**src/rtl/pipeline_hazard_controller_pkg.sv**
```systemverilog
// pipeline_hazard_controller_pkg: shared hazard-control types and defaults
package pipeline_hazard_controller_pkg;
   localparam int DEFAULT_DIV_LATENCY = 32;
   typedef enum logic {hazardState_run, hazardState_divBusy} HazardState;
   typedef struct packed {
      logic writeEnabled;
      logic flush;
   } StageControl;
   typedef struct packed {
      logic pcWriteEnabled;
      StageControl ifId;
      StageControl idEx;
      StageControl exMem;
   } PipelineControl;
   localparam PipelineControl PIPELINE_ADVANCE = 7'b1_10_10_10;
endpackage

```
**src/rtl/pipeline_hazard_controller_div_busy_counter.sv**
```systemverilog
// div_busy_counter: holds EX for a multicycle divide and pulses done on its last cycle
module div_busy_counter
   import pipeline_hazard_controller_pkg::*;
#(
   parameter int DIV_LATENCY = DEFAULT_DIV_LATENCY
) (
   input  logic clock,
   input  logic reset,
   input  logic start,
   input  logic abort,
   output logic busy,
   output logic done
);
   localparam int W = $clog2(DIV_LATENCY);
   HazardState state, nextState;
   logic [W-1:0] divCount, nextCount;
   // state register
   always_ff @(posedge clock) begin
      if (reset) begin
         state <= hazardState_run;
         divCount <= '0;
      end else begin
         state <= nextState;
         divCount <= nextCount;
      end
   end
   // abort wins over start; the start cycle itself is the first stall cycle, hence latency-2
   always_comb begin
      nextState = state;
      nextCount = divCount;
      if (abort) begin
         nextState = hazardState_run;
         nextCount = '0;
      end else if (state == hazardState_run && start) begin
         nextState = hazardState_divBusy;
         nextCount = W'(DIV_LATENCY - 2);
      end else if (state == hazardState_divBusy) begin
         nextState = (divCount == '0) ? hazardState_run : hazardState_divBusy;
         nextCount = (divCount == '0) ? '0 : divCount - W'(1);
      end
   end
   assign busy = (state == hazardState_divBusy);
   assign done = busy && (divCount == '0) && !abort && !reset;
endmodule

```
**src/rtl/pipeline_hazard_controller.sv**
```systemverilog
// pipeline_hazard_controller: stall/flush arbiter for the 5-stage pipeline
module pipeline_hazard_controller
   import pipeline_hazard_controller_pkg::*;
#(
   parameter int DIV_LATENCY = DEFAULT_DIV_LATENCY,
   parameter int COUNTER_WIDTH = 32
) (
   input  logic clock,
   input  logic reset,
   input  logic idStallRequest,
   input  logic exStallRequest,
   input  logic branchTaken,
   input  logic [31:0] branchTarget,
   input  logic divStart,
   input  logic exceptionFlush,
   input  logic [31:0] exceptionVector,
   output logic pcWriteEnabled,
   output logic pcRedirect,
   output logic [31:0] pcRedirectTarget,
   output logic ifIdWriteEnabled,
   output logic idExWriteEnabled,
   output logic exMemWriteEnabled,
   output logic ifIdFlush,
   output logic idExFlush,
   output logic exMemFlush,
   output logic divBusy,
   output logic divDone,
   output logic [COUNTER_WIDTH-1:0] stallCycleCount
);
   PipelineControl ctrl;
   logic pendingValid;
   logic [31:0] pendingTarget;
   logic divHold, idStallOnly, freeCycle;
   div_busy_counter #(.DIV_LATENCY(DIV_LATENCY)) divUnit (
      .clock(clock),
      .reset(reset),
      .start(divStart),
      .abort(exceptionFlush),
      .busy(divBusy),
      .done(divDone)
   );
   assign divHold = divBusy || divStart;
   assign idStallOnly = !reset && !exceptionFlush && !divHold && !exStallRequest && idStallRequest;
   assign freeCycle = !reset && !exceptionFlush && !divHold && !exStallRequest && !idStallRequest;
   // priority arbiter: reset > exception > divide > EX stall > ID stall > redirect
   always_comb begin
      ctrl = PIPELINE_ADVANCE;
      pcRedirect = 1'b0;
      pcRedirectTarget = '0;
      if (reset) begin
         ctrl.ifId.flush = 1'b1;
         ctrl.idEx.flush = 1'b1;
         ctrl.exMem.flush = 1'b1;
      end else if (exceptionFlush) begin
         ctrl.ifId.flush = 1'b1;
         ctrl.idEx.flush = 1'b1;
         ctrl.exMem.flush = 1'b1;
         pcRedirect = 1'b1;
         pcRedirectTarget = exceptionVector;
      end else if (divHold || exStallRequest) begin
         ctrl.pcWriteEnabled = 1'b0;
         ctrl.ifId.writeEnabled = 1'b0;
         ctrl.idEx.writeEnabled = 1'b0;
         ctrl.exMem.flush = 1'b1;
      end else if (idStallRequest) begin
         ctrl.pcWriteEnabled = 1'b0;
         ctrl.ifId.writeEnabled = 1'b0;
         ctrl.idEx.flush = 1'b1;
      end else if (branchTaken || pendingValid) begin
         ctrl.ifId.flush = 1'b1;
         pcRedirect = 1'b1;
         pcRedirectTarget = branchTaken ? branchTarget : pendingTarget;
      end
   end
   assign pcWriteEnabled = ctrl.pcWriteEnabled;
   assign ifIdWriteEnabled = ctrl.ifId.writeEnabled;
   assign idExWriteEnabled = ctrl.idEx.writeEnabled;
   assign exMemWriteEnabled = ctrl.exMem.writeEnabled;
   assign ifIdFlush = ctrl.ifId.flush;
   assign idExFlush = ctrl.idEx.flush;
   assign exMemFlush = ctrl.exMem.flush;
   // a branch resolved under an ID stall is remembered until the first free cycle
   always_ff @(posedge clock) begin
      if (reset || exceptionFlush) begin
         pendingValid <= 1'b0;
         pendingTarget <= '0;
      end else if (idStallOnly && branchTaken) begin
         pendingValid <= 1'b1;
         pendingTarget <= branchTarget;
      end else if (freeCycle) begin
         pendingValid <= 1'b0;
      end
   end
   // counts cycles in which the PC was held
   always_ff @(posedge clock) begin
      if (reset) stallCycleCount <= '0;
      else if (!pcWriteEnabled) stallCycleCount <= stallCycleCount + COUNTER_WIDTH'(1);
   end
endmodule
```
**config.mk**
```make
export PLATFORM = sky130hd
export DESIGN_NAME = pipeline_hazard_controller
export DESIGN_NICKNAME = d
export VERILOG_FILES = /design/src/rtl/pipeline_hazard_controller_pkg.sv /design/src/rtl/pipeline_hazard_controller_div_busy_counter.sv /design/src/rtl/pipeline_hazard_controller.sv
export SDC_FILE = /design/constraint.sdc
export NUM_CORES = 1
export LEC_CHECK = 0
export ABC_CLOCK_PERIOD_IN_PS = 4120
export BUFFER_PORTS_ARGS = -buffer_cell sky130_fd_sc_hd__buf_2
export CAP_MARGIN = 30
export CORE_MARGIN = 10
export CORE_UTILIZATION = 40
export CTS_BUF_LIST = sky130_fd_sc_hd__clkbuf_4
export DETAILED_ROUTE_END_ITERATION = 16
export HOLD_SLACK_MARGIN = 0.15
export PLACE_DENSITY = 0.71
export SLEW_MARGIN = 5
export SYNTH_ARGS = -nofsm -noshare
export SYNTH_HDL_FRONTEND = slang
export SYNTH_SLANG_ARGS = --single-unit
export TNS_END_PERCENT = 50
```
**constraint.sdc**
```tcl
create_clock -name clock -period 4.12 [get_ports clock]
set_input_delay 0.206 -clock clock [delete_from_list [all_inputs] [get_ports clock]]
set_output_delay 0.206 -clock clock [all_outputs]
set_load 0.05 [all_outputs]
```
# ---- Word level (Yosys, flattened, before mapping)
# Cells that the tools add are included.
dict set report word_totals {
  word_cells 67
  rom_bits 0
  n_memories 0
  ff_bits 71
  latch_bits 0
  mem_bits_rw 0
}
dict set report op_classes {
  add_sub_neg 2
  multipliers 0
  bitwise 1
  n_shift 0
  reduce_logical 24
  n_eq_ne 0
  n_lt_le_gt_ge 0
  n_div 0
  muxes 34
}
# op count
set op_table {}
lappend op_table {{$mux 32} 6}
lappend op_table {{$add 32x1->32 const B} 1}
lappend op_table {{$mux 1} 21}
lappend op_table {{$mux 5} 3}
lappend op_table {{$logic_and 1x1->1} 10}
lappend op_table {{$mux 2} 4}
lappend op_table {{$logic_not 1->1} 5}
lappend op_table {{$logic_not 5->1} 1}
lappend op_table {{$sub 5x1->5 const B} 1}
lappend op_table {{$logic_or 1x1->1} 4}
lappend op_table {{$reduce_bool 2->1} 2}
lappend op_table {{$reduce_or 3->1} 1}
lappend op_table {{$reduce_or 2->1} 1}
lappend op_table {{$not 1->1} 1}

# ---- Depth between registers and ports, before layout
# Gate-level depths: netlist (run 1).
dict set report logic_depth {
  word_depth 7
  ltp_mapped 8
}

# ---- Cells and area by module
# A second synthesis (run 1) with hierarchy kept.
dict set report unflattened {
  hier_cells 489
  hier_area_um2 3768.6
}
# mod area_each_um2 cells_each instances
set by_module_without_submodules {}
lappend by_module_without_submodules {pipeline_hazard_controller 3462.1 453 1}
lappend by_module_without_submodules {div_busy_counter 306.5 36 1}

# ---- Worst setup path before layout (run 1)
# OpenSTA, ideal clock, no wires.
dict set report synth_path {
  path_type {flip-flop to output port}
  start {register divUnit.state (netlist: divUnit.busy)}
  end {output pcRedirectTarget[10]}
  stages_incl_launch_ff 7
  arrival_time_ns 2.869
  required_ns 3.914
  slack_ns 1.045
  path_cell_list {dfxtp_1 buf_2 nor4_4 o21ai_1 or2_2 clkbuf_1 o21ai_0}
}
dict set report synth_via {
  elab_chain_len 5
}
# item line_no
set synth_rtl {}
lappend synth_rtl {{start: declaration} pipeline_hazard_controller_div_busy_counter.sv:15} ;# HazardState state, nextState;
lappend synth_rtl {{start signal: assignment} pipeline_hazard_controller_div_busy_counter.sv:20} ;# state <= hazardState_run;
lappend synth_rtl {{start signal: assignment} pipeline_hazard_controller_div_busy_counter.sv:23} ;# state <= nextState;
lappend synth_rtl {{$logic_or 1x1->1} pipeline_hazard_controller.sv:42} ;# assign divHold = divBusy || divStart;
lappend synth_rtl {{$logic_or 1x1->1} pipeline_hazard_controller.sv:60} ;# end else if (divHold || exStallRequest) begin
lappend synth_rtl {{$mux 32} pipeline_hazard_controller.sv:60}
lappend synth_rtl {{$mux 32} pipeline_hazard_controller.sv:54} ;# end else if (exceptionFlush) begin
lappend synth_rtl {{$mux 32} pipeline_hazard_controller.sv:50} ;# if (reset) begin
lappend synth_rtl {{end: declaration} pipeline_hazard_controller.sv:19} ;# output logic [31:0] pcRedirectTarget,
# No other way between the ends.

# ---- Final worst setup path (run 1)
dict set report layout_path {
  start {register divUnit.state (netlist: divUnit.busy)}
  end {output pcRedirectTarget[26]}
}
# The elaborated chain is that of the path after synthesis.

==> summary.txt, run 1 <==
Outcome
  – Outcome: completed

Synth
  – Post-synth EDFFs: 0
  – Synth Instances: between 400 and 500
  – Unique cell type count in the Yosys netlist: 42
  – Fraction of registers with async set or reset after synthesis: 0%
  – Sequential element share of the synthesized area: 38.0%
  – Mean cell area of the mapped netlist: just under 8 um^2
  – Cell types occupying the most area after synthesis: sky130_fd_sc_hd__dfxtp_1, sky130_fd_sc_hd__nand2_1, sky130_fd_sc_hd__mux2i_1
  – Top FF cell, synth: sky130_fd_sc_hd__dfxtp_1
  – Synthesis-stage register bit count: slightly above 70
  – Net count of the mapped netlist: 553
  – Synthesized cell area: approximately 3700 um^2
  – Share of the synthesized area in the top cell type: between 30% and 40%
  – Cell type with the highest aggregate area in the netlist: sky130_fd_sc_hd__dfxtp_1
  – Warnings from Yosys: 0

Floorplan
  – Core area: between 9000 and 10000 um^2
  – Number of placement rows: 35
  – I/O pin count: between 100 and 150
  – Overall die width: around 120 um
  – Area of the die: between 10000 and 15000 um^2
  – Chip Height: 117 um
  – Starting density of the core: about two fifths

Global route
  – Routing usage on met1: about a fifth
  – Total gr overflow: 0
  – Number of global-route vias before repair: about 3800
  – First-pass GRT wire length: between 15 and 20 mm
  – Fraction of met2 tracks used by global routing: roughly 27%
  – GRT busiest layer: met2
  – Total routing usage reported by global routing: between 10% and 20%
  – Initial antenna violation count: 0
  – GR met3 Demand/Resource: under 10%
  – Largest net degree at the start of global routing: 45

Power and ir drop
  – Pwr dens: about 300 nW/um^2
  – Max VDD drop: 0.177 mV
  – Leakage component of the power: 2.10 nW

STA
  – Transition at the pin with the smallest max-transition slack: 615 ps
  – Min cycle time layout: about 2800 ps
  – Final Hold Vio Count: 0
  – Setup tns final: 0 ps
  – Final Max Tran Viols: 0
  – Relative slew slack: 59.0%
  – Unrepaired setup endpoints after global routing: false
  – Total of endpoints with negative setup slack in the final report: 0
  – Period utilization: between 60% and 70%
  – Achievable frequency: between 300 and 400 MHz
  – Worst Hold Slack: 255 ps
  – Final worst clock skew: 21.4 ps

Critical path
  – Required time at the worst-slack endpoint: roughly 4000 ps
  – Worst setup path class: flip-flop to output pin
  – CP arrival: roughly 2600 ps
  – Cell-by-cell trace of the critical path: nor4_4 -> o21ai_1 -> or2_2 -> o21ai_0 -> buf_2
  – Worst Path Max Fanout: 32
  – Critical path endpoint category: output pin
  – Crit path launch type: flip-flop
  – Worst path max stage delay: approximately 520 ps
  – Standard cell with the maximum stage delay on the critical path: sky130_fd_sc_hd__or2_2

Placement
  – Final weighted congestion in routability-driven placement: roughly 0.80
  – Half-perimeter wire length after placement: 8.22 mm
  – Number of input and output port buffers inserted: 143

CTS
  – CTS HTree Levels: 3
  – Number of buffers on the longest clock path: 2
  – CTS Sinks: 71
  – Clock latency of the later-clocked register in the worst-skew pair: 410 ps
  – Clock root buffer master: sky130_fd_sc_hd__clkbuf_4
  – Clock-pin slew on the worst setup and hold paths: 130 ps
  – Clock tree from TritonCTS: yes
  – Post-CTS Setup Bufs: 0
  – TritonCTS buffer count: 9
  – Hold-fix buffer count after cts: 34
  – Count of instances resized after the clock tree is built: 0

Flow run
  – Max cap viols: 0

Layout
  – NumNets Final: ~710
  – Filler Cells Inserted: approximately 860
  – Register area: around 1400 um^2
  – Share of cells above drive strength 1: 27.6%
  – Footprint of the multi-input gates: about 2100 um^2
  – Leading cell types in the layout, fill and taps excluded: sky130_fd_sc_hd__buf_2, sky130_fd_sc_hd__nand2_1, sky130_fd_sc_hd__dfxtp_1
  – Post-synthesis to final-layout area growth: 33.9%
  – Most common cell after layout, fill and taps aside: sky130_fd_sc_hd__buf_2
  – Diodes inserted: 0

Routing
  – Number of nets with antenna violations after routing: 0
  – Routed via count: around 3800
  – DRT iter0 DRCs: roughly 320
  – Detail-routed net length per standard cell: roughly 15 um
  – Remaining design rule violation count: 0
  – Routed wire length: between 10 and 15 mm
  – Vias/cell: between 5 and 6
  – DR pass1 iterations: 4

Worst hold path
  – Worst min-delay path category: input port to flip-flop
-- flip-flops by register name (all words and copies together) (netlist names) --
name / count
divUnit.divCount: 5
divUnit.busy: 1
pendingValid: 1
pendingTarget: 32
stallCycleCount: 32
-- cell type report --
cell class | instances | area share [%]
clock buffers | 10 | 1.50
clock inverters | 6 | 1.85
inverters | 9 | 0.675
multi-input cells | 368 | 42.4
flip-flops and latches | 71 | 28.4
well taps | 111 | 2.78
repair buffers | 182 | 22.4
-- logic make-up (layout without fill, tap and decap cells) --
family          count (synthesis)  count (layout)  share of synthesized area, %
mux                            32              32                          8.57
xor+xnor                       28              28                          6.56
fa+ha+maj                       2               2                         0.669
compound gates                 82              82                          11.4
simple gates                  223             223                          29.3
other cells                     1               1                         0.100
buf+inv                        41             207                          5.29
flops                          71              71                          38.0
-- per-layer routing --
metal / vias up / share of wire (%)
li1: 1952 / -
met1: 1734 / 42
met2: 127 / 48
met3: 20 / 8.3
met4: 0 / 1.4
met5: - / 0
-- worst max-delay path, delay by kind of cell, from the launching register on --
kind	cells	cell delay, ps
AND/OR/NAND/NOR	2	980
buffers and inverters	1	310
flip-flops	1	440
AO/OA/AOI/OAI	2	470
-- final timing paths --
path / startpoint / end / slack, ps / depth (start not counted)
setup reg to reg: divUnit.busy / pendingTarget[5] / 2020 / 5
hold / removal: exStallRequest / pendingValid / 260 / 4
setup / recovery: divUnit.busy / pcRedirectTarget[26] / 1290 / 5
hold reg to reg: pendingTarget[20] / pendingTarget[20] / 460 / 2
-- Yosys cell counts, drive strengths merged (6+ instances only) --
library cell	number
xor2	10
nor4	10
nand2	116
and4	6
nand4	12
nor3	11
o21ai	35
xnor2	18
mux2i	32
inv	9
clkbuf	21
nand3	10
buf	11
a21oi	41
nor2	39
dfxtp	71
-- report_power, final --
group / internal, W / total (W) / switching [W]
logic: 0.0000883 / 0.000239 / 0.000151
clock network: 0.000257 / 0.000521 / 0.000264
registers: 0.000692 / 0.000698 / 0.00000615
-- metrics by stage --
step	util [%]	power [W]	area [um^2]	std cells	setup WS, ps
after floorplan	-	0.000855	3740	480	1050
after global placement	48.7	0.000920	4450	705	1710
after detailed placement	49.1	0.000926	4500	707	1640
after CTS	54.7	0.00148	5000	757	1300
after global routing	54.7	0.00153	5000	757	1080
final	54.7	0.00146	5000	757	1290
No activity file was read; power rests on OpenSTA's default activity.
==> inputs of run 2 (changes only) <==
--- a/config.mk
+++ b/config.mk
@@ -5,7 +5,7 @@
 export SDC_FILE = /design/constraint.sdc
 export NUM_CORES = 1
 export LEC_CHECK = 0
-export ABC_CLOCK_PERIOD_IN_PS = 4120
+export ABC_CLOCK_PERIOD_IN_PS = 2800
 export BUFFER_PORTS_ARGS = -buffer_cell sky130_fd_sc_hd__buf_2
 export CAP_MARGIN = 30
 export CORE_MARGIN = 10
==> constraint.sdc (replaced) <==
create_clock -name clock -period 2.8 [get_ports clock]
set_input_delay 0.14 -clock clock [delete_from_list [all_inputs] [get_ports clock]]
set_output_delay 0.14 -clock clock [all_outputs]
set_load 0.05 [all_outputs]
==> run 2 against run 1 <==
Routed wire length decreased by 1.2%. Clock power rose by 57%. Non-clock buffer count increased by 2. Register-to-register slack got worse by 1300 ps. Worst hold slack gained 84 ps. Critical path depth stayed put.
==> summary.txt, run 2 (synthesis gave the netlist of run 1 again) <==
Outcome
  – Outcome: completed

Worst hold path
  – Cell count of the worst hold path: 5
  – Worst min-delay path category: input port to flip-flop

Global route
  – Largest net degree at the start of global routing: 41
  – Number of global-route vias before repair: ~4000
  – Fraction of met2 tracks used by global routing: about 27%
  – Routing usage on met1: 18.6%
  – GRT busiest layer: met2
  – Total routing usage reported by global routing: 16.3%
  – First-pass GRT wire length: approximately 18 mm
  – Total gr overflow: 0
  – GR met3 Demand/Resource: around 6.3%
  – Initial antenna violation count: 1

Routing
  – Routed wire length: around 11 mm
  – DR pass1 iterations: 4
  – Remaining design rule violation count: 0
  – Routed via count: 3889
  – DRT iter0 DRCs: around 290
  – Detail-routed net length per standard cell: approximately 15 um
  – Vias/cell: 5.12
  – Number of nets with antenna violations after routing: 0

Placement
  – Placed cells: 708
  – Half-perimeter wire length after placement: 8.08 mm
  – Final weighted congestion in routability-driven placement: 0.780
  – Number of input and output port buffers inserted: approximately 140
  – Worst setup slack after placement: approximately 570 ps

Floorplan
  – Area of the die: ~14000 um^2
  – Chip Height: 117 um
  – Overall die width: approximately 120 um
  – Number of placement rows: 35
  – I/O pin count: around 150
  – Starting density of the core: between 40% and 50%
  – Core area: 9150 um^2

Power and ir drop
  – Pwr dens: approximately 440 nW/um^2
  – Max VDD drop: between 0.2 and 0.25 mV
  – Leakage component of the power: around 2.1 nW

Layout
  – NumNets Final: about 720
  – Post-synthesis to final-layout area growth: 34.0%
  – Core occupancy in the finished layout: between 50% and 60%
  – Most common cell after layout, fill and taps aside: sky130_fd_sc_hd__buf_2
  – Biggest registers after layout: pendingTarget: 32 flops, stallCycleCount: 32 flops, divUnit.divCount: 5 flops
  – Share of cells above drive strength 1: between 20% and 30%
  – Final cell count without fillers: 760
  – Filler Cells Inserted: about 850
  – Leading cell types in the layout, fill and taps excluded: sky130_fd_sc_hd__buf_2, sky130_fd_sc_hd__nand2_1, sky130_fd_sc_hd__dfxtp_1

STA
  – Unrepaired setup endpoints after global routing: false
  – Setup tns final: 0 ps
  – Final Max Tran Viols: 0
  – Period utilization: between 90% and 100%
  – Min cycle time layout: 2560 ps
  – Total of endpoints with negative setup slack in the final report: 0
  – Final worst clock skew: ~12 ps
  – Worst Hold Slack: between 300 and 400 ps
  – Transition at the pin with the smallest max-transition slack: around 580 ps
  – Relative slew slack: 61.0%
  – Achievable frequency: 390 MHz
  – Worst-case setup margin in the final layout: around 240 ps
  – Final Hold Vio Count: 0

CTS
  – CTS Sinks: 71
  – TritonCTS buffer count: 9
  – Clock latency of the later-clocked register in the worst-skew pair: 420 ps
  – Post-CTS Setup Bufs: 0
  – Clock root buffer master: sky130_fd_sc_hd__clkbuf_4
  – Clock tree from TritonCTS: yes
  – Clock-pin slew on the worst setup and hold paths: 120 ps
  – CTS HTree Levels: 3
  – Number of buffers on the longest clock path: 2

Critical path
  – Critical path endpoint category: output pin
  – CP arrival: 2420 ps
  – Worst setup path class: flip-flop to output pin
  – Required time at the worst-slack endpoint: ~2700 ps
  – Worst Path Max Fanout: 32
  – Cell count of the worst reg-to-reg path: 5
  – Crit path launch type: flip-flop
  – Standard cell with the maximum stage delay on the critical path: sky130_fd_sc_hd__nor4_4
  – Worst path max stage delay: between 400 and 500 ps
  – Cell-by-cell trace of the critical path: nor4_4 -> o21ai_1 -> or2_4 -> o21ai_0 -> buf_2

Flow run
  – Max cap viols: 0
## run 2: worst paths after layout
check / slack, ps / to / startpoint
max reg2reg: 760 / stallCycleCount[31] / stallCycleCount[12]
min reg2reg: 460 / pendingTarget[7] / pendingTarget[7]
max: 240 / pcRedirectTarget[29] / divUnit.busy
min: 340 / stallCycleCount[1] / idStallRequest
## run 2: area by class of cell
type | instances | area (um^2) | share of cell area, %
antenna | 1 | 2.50 | 0.0500
tap | 111 | 139 | 2.77
clock buffer | 9 | 67.6 | 1.35
clock inverter | 7 | 111 | 2.22
sequential | 71 | 1420 | 28.4
timing repair buffer | 184 | 1110 | 22.2
multi-input combinational | 368 | 2120 | 42.4
inverter | 9 | 33.8 | 0.674
## run 2: layer usage
metal | wire [um] | share of wire [%] | vias to the layer above
met5 | 0 | 0 | -
met4 | 172 | 1.5 | 0
met3 | 963 | 8.6 | 15
met2 | 5390 | 48 | 124
met1 | 4650 | 42 | 1790
li1 | - | - | 1960
## run 2: repair_timing
action / 4_1_cts / 5_1_grt
gates resized for setup: 0 / 1
hold buffers: 35 / 0
hold endpoints to repair: 39 / 0
endpoints found under the setup margin: 0 / 31
## run 2: power by group
| group | switching (W) | internal (W) |
|---|---|---|
| Sequential | 0.00000839 | 0.00102 |
| Combinational | 0.000224 | 0.000130 |
| Clock | 0.000375 | 0.000446 |
| Total | 0.000607 | 0.00159 |
## run 2: worst max-delay path, delay by kind of cell, from the launching register on
family	cells	cell delay [ps]
compound gates	2	410
buf+inv	1	300
simple gates	2	830
flops	1	440
## run 2: metrics by stage
step           total power (W)  area [um^2]
2_1_floorplan          0.00126         3740
3_3_place_gp           0.00136         4480
3_5_place_dp           0.00136         4480
4_1_cts                0.00223         5000
5_1_grt                0.00231         5010
6_report               0.00220         5010
